--- src/rtl/operator_drain_pkg.sv ---
// Shared types and constants for the operator result drain.
package operator_drain_pkg;
    typedef enum logic {SER_LO, SER_HI} ser_state_t;
    typedef logic [63:0] result_t;
    localparam int DROP_CNT_W = 16;
endpackage

--- src/rtl/operator_result_drain_if.sv ---
// 32-bit valid/ready output stream carrying results as low/high word pairs.
interface operator_result_drain_if;
    logic [31:0] out_data;
    logic        out_valid;
    logic        out_ready;
    logic        out_last;

    modport master (output out_data, output out_valid, output out_last, input out_ready);
    modport slave  (input out_data, input out_valid, input out_last, output out_ready);
endinterface

--- src/rtl/operator_drain_fifo.sv ---
// DEPTH-entry result FIFO; pointers carry an extra MSB so level/full/empty
// fall straight out of the pointer difference.
module operator_drain_fifo
    import operator_drain_pkg::*;
#(
    parameter int DEPTH = 8,
    parameter int CNT_W = $clog2(DEPTH) + 1
) (
    input  logic             clk,
    input  logic             rst,
    input  logic             flush,
    input  logic             push,
    input  logic             pop,
    input  result_t          wr_data,
    output result_t          head,
    output logic [CNT_W-1:0] level,
    output logic             full,
    output logic             empty
);
    localparam int AW = CNT_W - 1;

    result_t          mem [DEPTH];
    logic [CNT_W-1:0] wr_ptr_q, wr_ptr_d;
    logic [CNT_W-1:0] rd_ptr_q, rd_ptr_d;

    always_comb begin
        wr_ptr_d = wr_ptr_q;
        rd_ptr_d = rd_ptr_q;
        if (flush) begin
            wr_ptr_d = '0;
            rd_ptr_d = '0;
        end else begin
            if (push) wr_ptr_d = wr_ptr_q + CNT_W'(1);
            if (pop)  rd_ptr_d = rd_ptr_q + CNT_W'(1);
        end
    end

    always_ff @(posedge clk or negedge rst) begin
        if (!rst) begin
            wr_ptr_q <= '0;
            rd_ptr_q <= '0;
        end else begin
            wr_ptr_q <= wr_ptr_d;
            rd_ptr_q <= rd_ptr_d;
        end
    end

    // NOTE: storage has no reset; the pointers alone decide which entries are valid.
    always_ff @(posedge clk) begin
        if (push && !flush) mem[wr_ptr_q[AW-1:0]] <= wr_data;
    end

    assign head  = mem[rd_ptr_q[AW-1:0]];
    assign level = wr_ptr_q - rd_ptr_q;
    assign full  = (level == CNT_W'(DEPTH));
    assign empty = (level == '0);
endmodule

--- src/rtl/operator_result_drain.sv ---
// Buffers 64-bit operator results and streams them out as low/high 32-bit words.
// Optional OPRES_DROP_CNT_EN adds a saturating drop_cnt output.
module operator_result_drain
    import operator_drain_pkg::*;
#(
    parameter int DEPTH = 8,
    parameter int CNT_W = $clog2(DEPTH) + 1
) (
    input  logic                    clk,
    input  logic                    rst,
    input  result_t                 z,
    input  logic                    z_valid,
    input  logic                    flush,
    operator_result_drain_if.master out_if,
    output logic [CNT_W-1:0]        level,
    output logic                    full,
    output logic                    empty,
    output logic                    overflow
`ifdef OPRES_DROP_CNT_EN
    ,
    output logic [DROP_CNT_W-1:0]   drop_cnt
`endif
);
    ser_state_t state_q, state_d;
    logic       overflow_q, overflow_d;
    result_t    head;
    logic       handshake, pop, push, drop;

    operator_drain_fifo #(.DEPTH(DEPTH), .CNT_W(CNT_W)) u_fifo (
        .clk     (clk),
        .rst     (rst),
        .flush   (flush),
        .push    (push),
        .pop     (pop),
        .wr_data (z),
        .head    (head),
        .level   (level),
        .full    (full),
        .empty   (empty)
    );

    // A full FIFO still accepts when the high-word handshake frees the head slot.
    assign handshake = out_if.out_valid && out_if.out_ready;
    assign pop       = handshake && (state_q == SER_HI) && !flush;
    assign push      = z_valid && !flush && (!full || pop);
    assign drop      = z_valid && !flush && !push;

    assign out_if.out_valid = !empty;
    assign out_if.out_last  = !empty && (state_q == SER_HI);
    assign out_if.out_data  = empty ? 32'h0 :
                              (state_q == SER_HI) ? head[63:32] : head[31:0];

    // NOTE: next-state is computed in always_comb with a default first so no latch
    // is inferred; the flops below take it with non-blocking assignments only.
    always_comb begin
        state_d    = state_q;
        overflow_d = overflow_q | drop;
        if (flush) begin
            state_d    = SER_LO;
            overflow_d = 1'b0;
        end else if (handshake) begin
            state_d = (state_q == SER_LO) ? SER_HI : SER_LO;
        end
    end

    always_ff @(posedge clk or negedge rst) begin
        if (!rst) begin
            state_q    <= SER_LO;
            overflow_q <= 1'b0;
        end else begin
            state_q    <= state_d;
            overflow_q <= overflow_d;
        end
    end

    assign overflow = overflow_q;

`ifdef OPRES_DROP_CNT_EN
    logic [DROP_CNT_W-1:0] drop_cnt_q, drop_cnt_d;

    always_comb begin
        drop_cnt_d = drop_cnt_q;
        if (flush) begin
            drop_cnt_d = '0;
        end else if (drop && (drop_cnt_q != {DROP_CNT_W{1'b1}})) begin
            drop_cnt_d = drop_cnt_q + DROP_CNT_W'(1);
        end
    end

    always_ff @(posedge clk or negedge rst) begin
        if (!rst) drop_cnt_q <= '0;
        else      drop_cnt_q <= drop_cnt_d;
    end

    assign drop_cnt = drop_cnt_q;
`endif
endmodule

--- src/flat_wrapper.sv ---
// flat-port wrapper written by rule: the top's interface ports become plain ports
module operator_result_drain_flat import operator_drain_pkg::*;
#(
    parameter int DEPTH = 8,
    parameter int CNT_W = $clog2(DEPTH) + 1
)
  (clk, rst, z, z_valid, flush, level, full, empty, overflow, out_if_out_data, out_if_out_valid, out_if_out_last, out_if_out_ready);
  operator_result_drain_if out_if_i ();
  input  logic clk;
  input  logic rst;
  input  result_t z;
  input  logic z_valid;
  input  logic flush;
  output logic [CNT_W-1:0] level;
  output logic full;
  output logic empty;
  output logic overflow;
  output wire logic [$bits(out_if_i.out_data)-1:0] out_if_out_data;
  output wire logic [$bits(out_if_i.out_valid)-1:0] out_if_out_valid;
  output wire logic [$bits(out_if_i.out_last)-1:0] out_if_out_last;
  input wire logic [$bits(out_if_i.out_ready)-1:0] out_if_out_ready;
  assign out_if_out_data = out_if_i.out_data;
  assign out_if_out_valid = out_if_i.out_valid;
  assign out_if_out_last = out_if_i.out_last;
  assign out_if_i.out_ready = out_if_out_ready;
  operator_result_drain #(.DEPTH(DEPTH), .CNT_W(CNT_W)) u_core (.clk(clk), .rst(rst), .z(z), .z_valid(z_valid), .flush(flush), .out_if(out_if_i), .level(level), .full(full), .empty(empty), .overflow(overflow));
endmodule
--- config.mk ---
export PLATFORM = sky130hd
export DESIGN_NAME = operator_result_drain_flat
export DESIGN_NICKNAME = d
export VERILOG_FILES = /design/src/rtl/operator_drain_pkg.sv /design/src/rtl/operator_result_drain_if.sv /design/src/rtl/operator_drain_fifo.sv /design/src/rtl/operator_result_drain.sv /design/src/flat_wrapper.sv
export SDC_FILE = /design/constraint.sdc
export NUM_CORES = 1
export LEC_CHECK = 0
export CAP_MARGIN = 20
export CORE_MARGIN = 2
export CORE_UTILIZATION = 45
export DETAILED_ROUTE_END_ITERATION = 16
export SETUP_SLACK_MARGIN = 0.05
export SLEW_MARGIN = 30
export SYNTH_ARGS = -nofsm -noshare
export SYNTH_HDL_FRONTEND = slang
export SYNTH_SLANG_ARGS = --single-unit
--- constraint.sdc ---
create_clock -name clk -period 11.65 [get_ports clk]
set_clock_uncertainty 0.1 [all_clocks]
set_input_delay 2.33 -clock clk [delete_from_list [all_inputs] [get_ports clk]]
set_output_delay 2.33 -clock clk [all_outputs]
set_load 0.005 [all_outputs]
# --- Yosys cells after proc, flatten, opt, wreduce, memory -nomap -nowiden ---
# Memory sizes are Yosys's and may differ from the RTL's.
# Index checks and enable logic that the tools add are counted.
totals:
  register_bits: 10
  mem_bits_rw: 512
  input_bits: 69
  out_inout_bits: 41
  word_cells: 39
  n_memories: 1
memory_table:
  columns: ["name", "words", "width", "rd", "rd_clocked_by_memory_dff", "wr", "line", "source"]
  rows:
  - ["u_core.u_fifo.mem", 8, 64, 1, 0, 1, "operator_drain_fifo.sv:22", "result_t mem [DEPTH];"]
op_classes:
  add_sub_neg: 3
  n_eq_ne: 1
  n_mux: 12
  bitwise_logic: 1
  reduce_logical: 17
ops:
  columns: ["cell", "count"]
  rows:
  - ["32-bit 2-to-1 mux", 2]
  - ["4-bit 2-to-1 mux", 4]
  - ["4-bit by 1-bit adder with 4-bit output (second input constant)", 2]
  - ["1-bit logical AND", 8]
  - ["1-bit 2-to-1 mux", 6]
  - ["2-bit nonzero test", 3]
  - ["4-bit equality test (second input constant)", 1]
  - ["1-bit zero test", 4]
  - ["4-bit zero test", 1]
  - ["4-bit subtractor", 1]
  - ["1-bit logical OR", 1]
  - ["1-bit bitwise OR", 1]

# --- Logic depth before layout (Yosys ltp) ---
logic_depth:
  ltp_word: 12
  mapped_depth: 11
  depth_no_buf: 9

# --- Modules after synthesis ---
# From an unflattened synthesis, not the netlist that was laid out.
hier_totals:
  cells_unflattened: 1026
  area_unflattened_um2: 20455.9
by_module_without_submodules:
  columns: ["module", "n_inst", "cells_each", "area_per_inst_um2", "seq_area_each_um2"]
  rows:
  - ["operator_drain_fifo", 1, 941, 19805.2, 15574.9]
  - ["operator_result_drain", 1, 85, 650.6, 50.0]

# --- Least setup slack after synthesis ---
# OpenSTA, ideal clock, no wires.
synth_path:
  kind: "in2reg"
  start: "in out_if_out_ready"
  end: "mem u_core.u_fifo.mem[1][0] in the netlist's numbering, enable pin"
  setup_ns: 0.564
  arrival_time_ns: 7.520
  required_ns: 10.986
  path_slack_ns: 3.466
  path_stages: 4
  path_buffers: 0
  path_cell_list: "nand2_1 -> nor4b_1 -> or4b_1 -> nor3_1"
synth_between:
  elab_chain_cells: 8
synth_lines:
  columns: ["element", "line", "source"]
  rows:
  - ["from (decl)", "flat_wrapper.sv:21", "input wire logic [$bits(out_if_i.out_ready)-1:0] out_if_out_ready;"]
  - ["1-bit logical AND", "operator_result_drain.sv:43", "assign handshake = out_if.out_valid && out_if.out_ready;"]
  - ["1-bit logical AND (2 in series)", "operator_result_drain.sv:44", "assign pop = handshake && (state_q == SER_HI) && !flush;"]
  - ["1-bit logical OR", "operator_result_drain.sv:45", "assign push = z_valid && !flush && (!full || pop);"]
  - ["1-bit logical AND", "operator_result_drain.sv:45", null]
  - ["1-bit logical AND", "operator_drain_fifo.sv:50", "if (push && !flush) mem[wr_ptr_q[AW-1:0]] <= wr_data;"]
  - ["1-bit 2-to-1 mux", "operator_drain_fifo.sv:50", null]
  - ["1-bit 2-to-1 mux (implied by the code)", "operator_drain_fifo.sv:50", null]
  - ["to (decl)", "operator_drain_fifo.sv:22", null]
# Every way passes these cells.

# --- Final worst setup path ---
layout_path:
  start: "reg u_core.u_fifo.rd_ptr_q[0]"
  end: "out out_if_out_data[10]"
layout_between:
  elab_chain_cells: 3
  elab_cells_between_ends: 5
  cone_classes: "add/sub (1); mux (2); reduce/logical (1); memory (1)"
layout_lines:
  columns: ["element", "line", "source"]
  rows:
  - ["from (decl)", "operator_drain_fifo.sv:24", "logic [CNT_W-1:0] rd_ptr_q, rd_ptr_d;"]
  - ["from (signal assigned)", "operator_drain_fifo.sv:44", "rd_ptr_q <= rd_ptr_d;"]
  - ["4-bit subtractor / memory 8 x 64 bit (equally long branches)", null, null]
  - ["4-bit zero test / 32-bit 2-to-1 mux (equally long branches)", "operator_drain_fifo.sv:56, operator_result_drain.sv:51", null]
  - ["32-bit 2-to-1 mux *", "operator_result_drain.sv:50", "assign out_if.out_data = empty ? 32'h0 :"]
  - ["to (decl)", "flat_wrapper.sv:18", "output wire logic [$bits(out_if_i.out_data)-1:0] out_if_out_data;"]
# Every way passes the cells marked *; elsewhere a longest branch is shown, timed or not.

==> results by group <==
Run status
  – Outcome: complete, no violations

Min path
  – Hold path start: u_core.overflow
  – Hold crit path type: register to register
  – WHS Path Cells: 2
  – Hold worst-path end: u_core.overflow

Routing
  – Final wirelength: roughly 40000 um
  – Via/cell ratio: between 5 and 6
  – Wire per inst: 24.61 um
  – DR vias: approximately 9000
  – Initial DRC Count: ~800
  – Final antenna-violating net count: 0
  – DRC violations left: 0
  – First-pass DRT Iterations: 5

GRT
  – GR Overflow Total: 0
  – Largest net degree at the start of global routing: 90
  – First-pass GRT wire length: 60420 um
  – Vias in the first global route: 9584
  – Global-route usage over all layers: 17.53%
  – Initial antenna violation count: 4

Clocking
  – H-tree Lvls: 2
  – CTS tree: done
  – Worst-Skew Late Latency: 0.59 ns
  – Post-CTS Setup Bufs: 0
  – Sink Count: about 520
  – Num CTS Buffers: 53
  – CTS Hold Bufs: 0
  – Clock-pin slew on the worst setup and hold paths: 0.06 ns
  – Clock Path Buffers: 3
  – Root buffer cell: clkbuf_16
  – CTS resizes: 0

Timing
  – Final Setup Violations: 0
  – Max-slew violations: 0
  – Worst-Margin Slew: 0.9048 ns
  – Minimum clock period: 6.401 ns
  – Fin. Hold Viols: 0
  – RSZ-0062 raised after global routing: false
  – Slew HR: roughly 40%
  – Final setup TNS: 0 ns
  – Fin crit share: between 50% and 60%
  – Fmax: ~0.16 GHz

Placed design
  – DP Cell Count: roughly 1500
  – Post-DP HPWL: 20770 um
  – Gpl congestion: 0.7322
  – Port Buf Inserts: between 100 and 150

Yosys
  – Compound-cell area share of the yosys netlist: 0.6276%
  – Largest family of logic cells by synthesized area: multiplexers
  – Synth Area in Adders: 0.4101%
  – Multiplexer area fraction after synthesis: 17.94%
  – Yosys top cell area share: 76.35%
  – Post-synthesis xor/xnor area fraction: 0.2175%
  – Post-Synthesis Cells: 834
  – Register area share after synthesis: 77.59%
  – Fraction of registers with async set/reset: 1.916%
  – Synth area leaders: edfxtp_1 76%, mux4_2 18%, dfrtp_1 1.2%, nor2b_1 1.0%, clkbuf_1 0.43%
  – EDFF count, synth: 512
  – Mean Syn Cell Area: 24.14 sq um
  – Simple-Gate Fraction of Synth Area: 2.032%
  – Commonest register cell after synthesis: edfxtp_1
  – Warnings, synthesis: 0
  – Syn Nets: between 900 and 1000
  – Post-Syn Area: roughly 20000 sq um
  – Largest area contributor in the netlist: edfxtp_1
  – Synth cell types: 34
  – Register bit total from synthesis: 522

Die
  – Core Area: between 40000 and 50000 sq um
  – Die span in y: 215.5 um
  – Die Area: 46460 sq um
  – Row Count: 77
  – Boundary pin count: 110
  – Initial Utilization: 45.54%
  – Chip Width: 215.5 um

Worst setup path
  – CP cell instances: buf_16 -> buf_12 -> mux4_2 -> mux4_2 -> nor2b_1 -> clkdlybuf4s50_1
  – Setup slack, reg-to-reg: around 7.0 ns
  – Most used cell, CP: mux4_2
  – Critical Path End Type: output pin
  – CP max FO: just under 90
  – Critical path data required time: 9.22 ns
  – Reg2Reg Capture Point: u_core.u_fifo.mem[4][23]
  – Crit path depth: 6
  – CP max stage delay: around 0.65 ns
  – Worst r2r path cells: 8
  – Critical-path top delay cell: dfrtp_4
  – Top delay family on crit path: buffers and inverters
  – Arrival time worst endpoint: 3.97 ns
  – CP Launch Type: register
  – Setup CP Type: register to output pin
  – Worst R2R Start: u_core.u_fifo.rd_ptr_q[1]
  – CP bufs+invs: 3

Power
  – Pleak: between 7 and 8 nW
  – PD cells: between 150 and 200 nW/um^2
  – Maximum vdd drop: between 0.1 and 0.15 mV

Flow run
  – Max Cap Viol: 0

Cells and area
  – Area added between synthesis and finish: 18.18%
  – Most common cell after layout, fill and taps aside: edfxtp_1
  – Non-filler cells in the finished layout: 1609
  – Layout cells sized above 1: 26.67%
  – Most frequent cells in the layout: 512 x edfxtp_1, 160 x mux4_2, 109 x clkdlybuf4s50_1, 53 x clkbuf_16, 33 x nor2b_1
  – Nets: about 1100
[routing by layer]
metal	wire [um]	GRT usage, %	vias up
met1	17260	24.17	4824
li1	-	-	3863
met4	880	5.356	6
met3	1982	3.693	68
met2	19440	28.42	211
met5	36	0	-
[final cells by class]
| cell class | instances | area [sq um] |
|---|---|---|
| flip-flops and latches | 522 | 15640 |
| diodes | 1 | 2.502 |
| inverters | 8 | 30.03 |
| fillers | 3287 | 20420 |
| clock buffers | 63 | 1364 |
| clock inverters | 33 | 340.3 |
| repair buffers | 129 | 1354 |
| multi-input cells | 261 | 4332 |
| well taps | 592 | 740.7 |
[worst max path at each step]
| stage | from | end | slack, ns |
|---|---|---|---|
| 4_1_cts | u_core.u_fifo.rd_ptr_q[0] | out_if_out_data[10] | 4.94 |
| 6_report | u_core.u_fifo.rd_ptr_q[0] | out_if_out_data[10] | 5.25 |
| 3_3_place_gp | u_core.u_fifo.rd_ptr_q[0] | empty | 5.43 |
| 5_1_grt | u_core.u_fifo.rd_ptr_q[0] | out_if_out_data[12] | 4.99 |
| 2_1_floorplan | out_if_out_ready | u_core.u_fifo.mem[1][0] | 3.47 |
| 3_5_place_dp | u_core.u_fifo.rd_ptr_q[0] | out_if_out_data[10] | 5.59 |
[kinds of logic (layout without fill, tap and decap cells)]
kind of cell | count (synthesis) | in the layout
other | 0 | 1
buffers and inverters | 51 | 233
DFF | 522 | 522
muxes | 161 | 161
adders and majority gates | 6 | 6
and+or+nand+nor | 70 | 70
AOI/OAI and AO/OA | 19 | 19
xor gates and xnor gates | 5 | 5
[flip-flops by register name, summed over array words and instances (netlist names)]
register	cells
u_core.u_fifo.rd_ptr_q	4
u_core.u_fifo.mem	512
u_core.state_q	1
u_core.overflow	1
u_core.u_fifo.wr_ptr_q	4
[worst register-to-register path, delay by kind of cell (launching register included)]
family	cells	cell delay [ns]
fa+ha+maj	1	0.43
flops	1	0.93
simple gates	4	1.68
buf+inv	2	0.88
xor+xnor	1	0.25
[metrics by stage]
stage               setup slack [ns]  instance area, sq um  utilization (%)  power [W]  hold WS, ns
finish                         5.249                 23800            53.82   0.004318       0.4287
global route                   4.992                 23800            53.81   0.004475       0.4466
CTS                            4.944                 23770            53.75   0.004374       0.4279
detailed placement             5.590                 22060            49.89   0.002713       0.4120
global placement               5.432                 21950            49.64   0.002692       0.4196
floorplan                      3.466                 20140                -   0.002445       0.3859
[power breakdown]
| group | leakage [nW] | total [W] | internal (W) | switching (W) |
|---|---|---|---|---|
| clock | 0.819 | 0.00166 | 0.000969 | 0.000690 |
| sequential | 4.75 | 0.00213 | 0.00212 | 0.0000162 |
| combinational | 1.62 | 0.000525 | 0.000281 | 0.000244 |
[synth_stat cells, types with 2 or more instances]
cell / count
mux4_2: 160
nand2_1: 4
xor2_1: 2
nand3_1: 4
nor2b_1: 33
buf_1: 4
or3_1: 4
clkbuf_1: 23
ha_1: 5
or4b_1: 2
xnor2_1: 3
a21oi_1: 9
inv_2: 2
inv_1: 6
dfrtp_1: 10
nor3_1: 4
edfxtp_1: 512
a21o_1: 2
nor2_1: 11
buf_2: 6
o21ai_1: 5
buf_4: 10
nand2b_1: 2
No activity file was read; power rests on OpenSTA's default activity.
